File: config.mk
export PLATFORM = sky130hd
export DESIGN_NAME = emesh_rd_responder
export DESIGN_NICKNAME = d
export VERILOG_FILES = /design/src/rtl/emesh_rd_responder.sv
export SDC_FILE = /design/constraint.sdc
export NUM_CORES = 1
export LEC_CHECK = 0
export CELL_PAD_IN_SITES_DETAIL_PLACEMENT = 0
export CELL_PAD_IN_SITES_GLOBAL_PLACEMENT = 1
export CORE_ASPECT_RATIO = 2
export CORE_UTILIZATION = 43
export DETAILED_ROUTE_END_ITERATION = 6
export MAX_ROUTING_LAYER = met4
export PLACE_DENSITY = 0.73
export SETUP_SLACK_MARGIN = 0.5
export SLEW_MARGIN = 5
export SYNTH_ARGS = -nofsm -noshare
export SYNTH_HDL_FRONTEND = slang
export SYNTH_SLANG_ARGS = --single-unit
File: constraint.sdc
create_clock -name eclk -period 13.7 [get_ports eclk]
set_input_delay 2.055 -clock eclk [delete_from_list [all_inputs] [get_ports eclk]]
set_output_delay 2.055 -clock eclk [all_outputs]
set_load 0.005 [all_outputs]
File: src/rtl/emesh_rd_responder.sv
// emesh_rd_responder
//   Emesh read target placed downstream of the AXI slave read stage. Each
//   accepted read looks up a local synchronous memory and comes back as an
//   emesh write. The response dstaddr is the request srcaddr, so the
//   read-tag/last bits reach the AXI slave data FIFO unchanged.
//
//   Ports
//     eclk, reset             clock and synchronous active-high reset
//     emesh_*_inb             incoming read request; emesh_data_inb is ignored
//     emesh_rd_wait_outb      request stall, from registered occupancy only
//     emesh_*_outb            outgoing response (write=1, addresses swapped)
//     emesh_wr_wait_inb       response stall from the consumer
//     mem_rd_en/mem_addr      read strobe and word address to the memory
//     mem_rd_data             memory data, valid one cycle after mem_rd_en
//     err_flags               sticky: [0] out-of-window read, [1] write seen
module emesh_rd_responder #(
  parameter int          MAW       = 10,
  parameter logic [31:0] BASE_ADDR = 32'h8080_0000,
  parameter int          RFW       = 2
) (
  input  logic           eclk,
  input  logic           reset,
  input  logic           emesh_access_inb,
  input  logic           emesh_write_inb,
  input  logic [1:0]     emesh_datamode_inb,
  input  logic [3:0]     emesh_ctrlmode_inb,
  input  logic [31:0]    emesh_dstaddr_inb,
  input  logic [31:0]    emesh_srcaddr_inb,
  input  logic [31:0]    emesh_data_inb,
  output logic           emesh_rd_wait_outb,
  output logic           emesh_access_outb,
  output logic           emesh_write_outb,
  output logic [1:0]     emesh_datamode_outb,
  output logic [3:0]     emesh_ctrlmode_outb,
  output logic [31:0]    emesh_dstaddr_outb,
  output logic [31:0]    emesh_srcaddr_outb,
  output logic [31:0]    emesh_data_outb,
  input  logic           emesh_wr_wait_inb,
  output logic           mem_rd_en,
  output logic [MAW-1:0] mem_addr,
  input  logic [31:0]    mem_rd_data,
  output logic [1:0]     err_flags
);

  localparam int             DATA_W  = 32;
  localparam int             DEPTH   = 2 ** RFW;
  localparam logic [RFW:0]   CNT_MAX = (RFW+1)'(DEPTH);
  localparam logic [RFW+1:0] OCC_MAX = (RFW+2)'(DEPTH);

  typedef struct packed {
    logic [1:0]        datamode;
    logic [3:0]        ctrlmode;
    logic [31:0]       dstaddr;
    logic [31:0]       srcaddr;
    logic [DATA_W-1:0] data;
  } rsp_t;

  // Right-align the addressed byte/halfword; word and dword pass through.
  function automatic logic [DATA_W-1:0] align_rd(input logic [DATA_W-1:0] w,
                                                  input logic [1:0]        dm,
                                                  input logic [1:0]        a);
    logic [DATA_W-1:0] r;
    r = w;
    case (dm)
      2'b00: begin
        case (a)
          2'b00:   r = {24'b0, w[7:0]};
          2'b01:   r = {24'b0, w[15:8]};
          2'b10:   r = {24'b0, w[23:16]};
          default: r = {24'b0, w[31:24]};
        endcase
      end
      2'b01:   r = a[1] ? {16'b0, w[31:16]} : {16'b0, w[15:0]};
      default: r = w;
    endcase
    return r;
  endfunction

  logic unused_inb;
  assign unused_inb = ^emesh_data_inb;

  // ---- stage p0: accept, window check, memory read issue ----
  logic acc_p0, rd_p0, wr_p0, in_win_p0;
  assign acc_p0    = emesh_access_inb & ~emesh_rd_wait_outb;
  assign rd_p0     = acc_p0 & ~emesh_write_inb;
  assign wr_p0     = acc_p0 &  emesh_write_inb;
  assign in_win_p0 = (emesh_dstaddr_inb[31:MAW+2] == BASE_ADDR[31:MAW+2]);
  assign mem_rd_en = rd_p0 & in_win_p0;
  assign mem_addr  = emesh_dstaddr_inb[MAW+1:2];

  logic        vld_p1, oow_p1;
  logic [1:0]  dm_p1;
  logic [3:0]  cm_p1;
  logic [31:0] dst_p1, src_p1;

  always_ff @(posedge eclk) begin
    if (reset) vld_p1 <= 1'b0;
    else       vld_p1 <= rd_p0;
  end

  always_ff @(posedge eclk) begin
    if (rd_p0) begin
      dm_p1  <= emesh_datamode_inb;
      cm_p1  <= emesh_ctrlmode_inb;
      dst_p1 <= emesh_dstaddr_inb;
      src_p1 <= emesh_srcaddr_inb;
      oow_p1 <= ~in_win_p0;
    end
  end

  always_ff @(posedge eclk) begin
    if (reset) err_flags <= 2'b00;
    else begin
      if (rd_p0 & ~in_win_p0) err_flags[0] <= 1'b1;
      if (wr_p0)              err_flags[1] <= 1'b1;
    end
  end

  // ---- stage p1: memory data arrives, align, bypass or enqueue ----
  rsp_t rsp_p1;
  always_comb begin
    rsp_p1          = '0;
    rsp_p1.datamode = dm_p1;
    rsp_p1.ctrlmode = cm_p1;
    rsp_p1.dstaddr  = src_p1;
    rsp_p1.srcaddr  = dst_p1;
    rsp_p1.data     = oow_p1 ? '0 : align_rd(mem_rd_data, dm_p1, dst_p1[1:0]);
  end

  rsp_t           fifo_mem [DEPTH];
  logic [RFW-1:0] wr_ptr, rd_ptr;
  logic [RFW:0]   fifo_cnt;
  logic           fifo_empty, fifo_full, fifo_push, fifo_pop;
  logic           vld_p2, out_load;
  rsp_t           rsp_p2;

  assign fifo_empty = (fifo_cnt == '0);
  assign fifo_full  = (fifo_cnt == CNT_MAX);
  assign out_load   = ~vld_p2 | ~emesh_wr_wait_inb;
  // The output register takes the FIFO head first so older entries always
  // leave before the pipeline; the pipeline bypasses only an empty FIFO.
  assign fifo_pop   = out_load & ~fifo_empty;
  assign fifo_push  = vld_p1 & ~(out_load & fifo_empty);

  always_ff @(posedge eclk) begin
    if (reset) begin
      wr_ptr   <= '0;
      rd_ptr   <= '0;
      fifo_cnt <= '0;
    end else begin
      if (fifo_push) wr_ptr <= wr_ptr + RFW'(1);
      if (fifo_pop)  rd_ptr <= rd_ptr + RFW'(1);
      case ({fifo_push, fifo_pop})
        2'b10:   fifo_cnt <= fifo_cnt + (RFW+1)'(1);
        2'b01:   fifo_cnt <= fifo_cnt - (RFW+1)'(1);
        default: fifo_cnt <= fifo_cnt;
      endcase
    end
  end

  always_ff @(posedge eclk) begin
    if (fifo_push) fifo_mem[wr_ptr] <= rsp_p1;
  end

  // The credit scheme guarantees space; a push into a full FIFO is a bug.
  always_ff @(posedge eclk) begin
    if (!reset) assert (!(fifo_push && fifo_full));
  end

  // ---- stage p2: response register ----
  always_ff @(posedge eclk) begin
    if (reset)         vld_p2 <= 1'b0;
    else if (out_load) vld_p2 <= ~fifo_empty | vld_p1;
  end

  always_ff @(posedge eclk) begin
    if (out_load & (~fifo_empty | vld_p1))
      rsp_p2 <= fifo_empty ? rsp_p1 : fifo_mem[rd_ptr];
  end

  // Occupancy counts every slot a response may still need, so stalling at
  // DEPTH keeps the FIFO from ever being pushed while full.
  logic [RFW+1:0] occ;
  assign occ = (RFW+2)'(vld_p1) + (RFW+2)'(vld_p2) + (RFW+2)'(fifo_cnt);
  assign emesh_rd_wait_outb = reset | (occ >= OCC_MAX);

  assign emesh_access_outb   = vld_p2 & ~reset;
  assign emesh_write_outb    = 1'b1;
  assign emesh_datamode_outb = rsp_p2.datamode;
  assign emesh_ctrlmode_outb = rsp_p2.ctrlmode;
  assign emesh_dstaddr_outb  = rsp_p2.dstaddr;
  assign emesh_srcaddr_outb  = rsp_p2.srcaddr;
  assign emesh_data_outb     = rsp_p2.data;

endmodule

==> results_dict.tcl <==
set metrics [dict create \
    status "finished, final reports clean" \
    hold_end "err_flags[1]$_SDFFE_PP0P_" \
    wl_met3_um 1930 \
    areaGrowthSynthToFinish_pct 20.7 \
    worst-endpoint-required_ns 11.64 \
    syn_inst 1168 \
    post_cts_buffers 0 \
    hpwl_um 28300 \
    antenna_found_initial 2 \
    yosys_warnings 0 \
    yosysSeqAreaShare 0.790 \
    ctsHoldBuffers 0 \
    hp-start "err_flags[1]$_SDFFE_PP0P_" \
    finalWirelength_um 48500 \
    grt_pass1_vias 12100 \
    cts_tree "done" \
    mostFrequentLayoutCells "581 x edfxtp_1, 224 x nand2_1, 223 x clkdlybuf4s50_1" \
    avgSynthCellArea_um2 19.2 \
    slew_violations 0 \
    fmax_mhz 146 \
    grt_max_degree 59 \
    fin_nets 1539 \
    power.density_nw_per_um2 191 \
    synth_cell_types 42 \
    fp.dieH_um 325 \
    final.period_utilization 0.499 \
    globalplace.congestion 0.822 \
    worstPathArrival_ns 4.79 \
    wl_met2_um 27000 \
    final_common_cell "edfxtp_1" \
    r2r_slack_ns 10.11 \
    vias 11100 \
    fin_total_pwr_uw 5170 \
    cts-root-buf "clkbuf_16" \
    r2r_end "emesh_data_outb[12]$_DFFE_PP_" \
    dieArea_um2 53100 \
    wire_per_inst_um 23.1 \
    cts_sinks 594 \
    start_kind "input port" \
    p_leak_uw 0.00897 \
    viasPerCell 5.28 \
    rr_worst_depth 5 \
    end_kind "output pin" \
    worstPathCellList "clkdlybuf4s50_1 -> a211oi_1 -> and3b_4 -> nor2b_1 -> clkdlybuf4s50_1" \
    tns_ns 0 \
    ctsResizeCount 0 \
    synth_flop_cell "edfxtp_1" \
    drive_above_1_share 0.158 \
    die_w_um 163 \
    synth_fp_nets 1314 \
    drt_first_pass_iters 5 \
    crit_type "input port to output pin" \
    synth_edf_count 581 \
    finalSetupViolations 0 \
    detail_route.iter0.violations 646 \
    max_stage_delay_ns 0.69 \
    final-hold-violation-count 0 \
    netlist_area_um2 22400 \
    relSlewSlack 0.317 \
    tightest_slew_ns 1.02 \
    cpMostUsedCell "clkdlybuf4s50_1" \
    rsz0062_at_grt "no" \
    peakVddDrop_v 0.000133 \
    synthArstFlopShare 0 \
    cts_buffers 50 \
    top_layer_used "met4" \
    crit_buf_inv 2 \
    fin_crit_ns 6.84 \
    worstHoldPathType "flop to flop" \
    io_pins 257 \
    ctsHtreeMaxLevel 2 \
    clkTransAtPathRegs_ns 0.07 \
    m1WireLength_um 18100 \
    cap_violations 0 \
    cpMaxStageDelayCell "clkdlybuf4s50_1" \
    drc_errors 0 \
    ys_ff_latch 594 \
    worstSkewPairLatency_ns 0.58 \
    clock_skew_ns 0.0182 \
    holdPathStages 2 \
    critPathTopFamily "buffers and inverters" \
    crit_fanout 26 \
    num_rows 118 \
    start_util 0.434 \
    fillers 4236 \
    overflow 0 \
    portBuffers 223 \
    grt_pass1_wl_um 72300 \
    ant_nets 0 \
    core-area_um2 51700 \
    cts_buffer_depth 3 \
    grt_util_all_layers 0.193 \
]
==> cells by family after synthesis <==
family,Yosys count,synth area share
muxes,129,0.116
buffers and inverters,74,0.0158
DFF,594,0.790
AOI/OAI and AO/OA,55,0.0160
and+or+nand+nor,303,0.0561
xor gates and xnor gates,5,0.00195
adders and majority gates,7,0.00424
other,1,0.000167
==> worst max path at each step <==
stage / start / endpoint / cells past startpoint
detailed placement: reset / mem_rd_en / 5
finish: reset / mem_rd_en / 5
floorplan: emesh_wr_wait_inb / emesh_ctrlmode_outb[0]$_DFFE_PP_ / 1
CTS: reset / mem_rd_en / 5
global route: reset / mem_rd_en / 5
global placement: reset / mem_rd_en / 5
==> layout make-up <==
class                   count  area (um^2)  share of cell area
flip-flops and latches    594        17700               0.655
repair buffers            236         2330              0.0861
inverters                  11         41.3             0.00153
clock inverters            34          420              0.0155
multi-input cells         500         4390               0.162
well taps                 660          826              0.0305
diodes                      2         5.00            0.000185
clock buffers              58         1320              0.0489
==> synthesized netlist by cell type (all sizes together) (8+ instances only) <==
cell type,instances,area [um^2]
a22o,10,87.6
and2,20,125
mux4,102,2300
nand2,224,841
dfxtp,13,260
a21oi,19,95.1
a31oi,8,50.1
clkbuf,26,98.8
inv,11,41.3
nor2,37,139
edfxtp,581,17400
mux2,19,214
mux2i,8,80.1
buf,37,214
==> metrics by stage <==
stage               setup slack (ns)  cells  instance area (um^2)   util  hold WS (ns)
floorplan                       6.23   1168                 22400      -         0.461
global placement                6.88   2001                 25300  0.490         0.453
detailed placement              6.85   2001                 25300  0.490         0.461
CTS                             6.82   2093                 27000  0.523         0.479
global route                    6.65   2095                 27000  0.523         0.516
finish                          6.86   2095                 27000  0.523         0.477
==> power by group <==
group / internal [uW] / leakage, uW / switching (uW) / total, uW
Clock: 867 / 0.000848 / 639 / 1510
Combinational: 579 / 0.00267 / 640 / 1220
Sequential: 2320 / 0.00545 / 120 / 2440
Total: 3770 / 0.00897 / 1400 / 5170
==> per-layer routing <==
| metal | global-route usage | vias up |
|---|---|---|
| li1 | - | 4975 |
| met2 | 0.353 | 315 |
| met1 | 0.210 | 5688 |
| met4 | 0.0695 | 0 |
| met5 | - | - |
| met3 | 0.0240 | 90 |
==> worst min-delay path: stages (launching register included) <==
cell and delay, ns:
dfxtp_1 0.33, a31oi_1 0.05, nor2_1 0.07
==> sequential cells by signal, summed over array words and instances, names as in the netlist, named ones only <==
signal	flops
oow_p1	1
rd_ptr	2
vld_p2	1
fifo_mem	408
dst_p1	32
emesh_dstaddr_outb	32
emesh_datamode_outb	2
emesh_ctrlmode_outb	4
err_flags	2
dm_p1	2
src_p1	32
emesh_data_outb	32
emesh_srcaddr_outb	32
vld_p1	1
fifo_cnt	3
wr_ptr	2
cm_p1	4
Note: power is estimated with default switching activity, not from simulation.
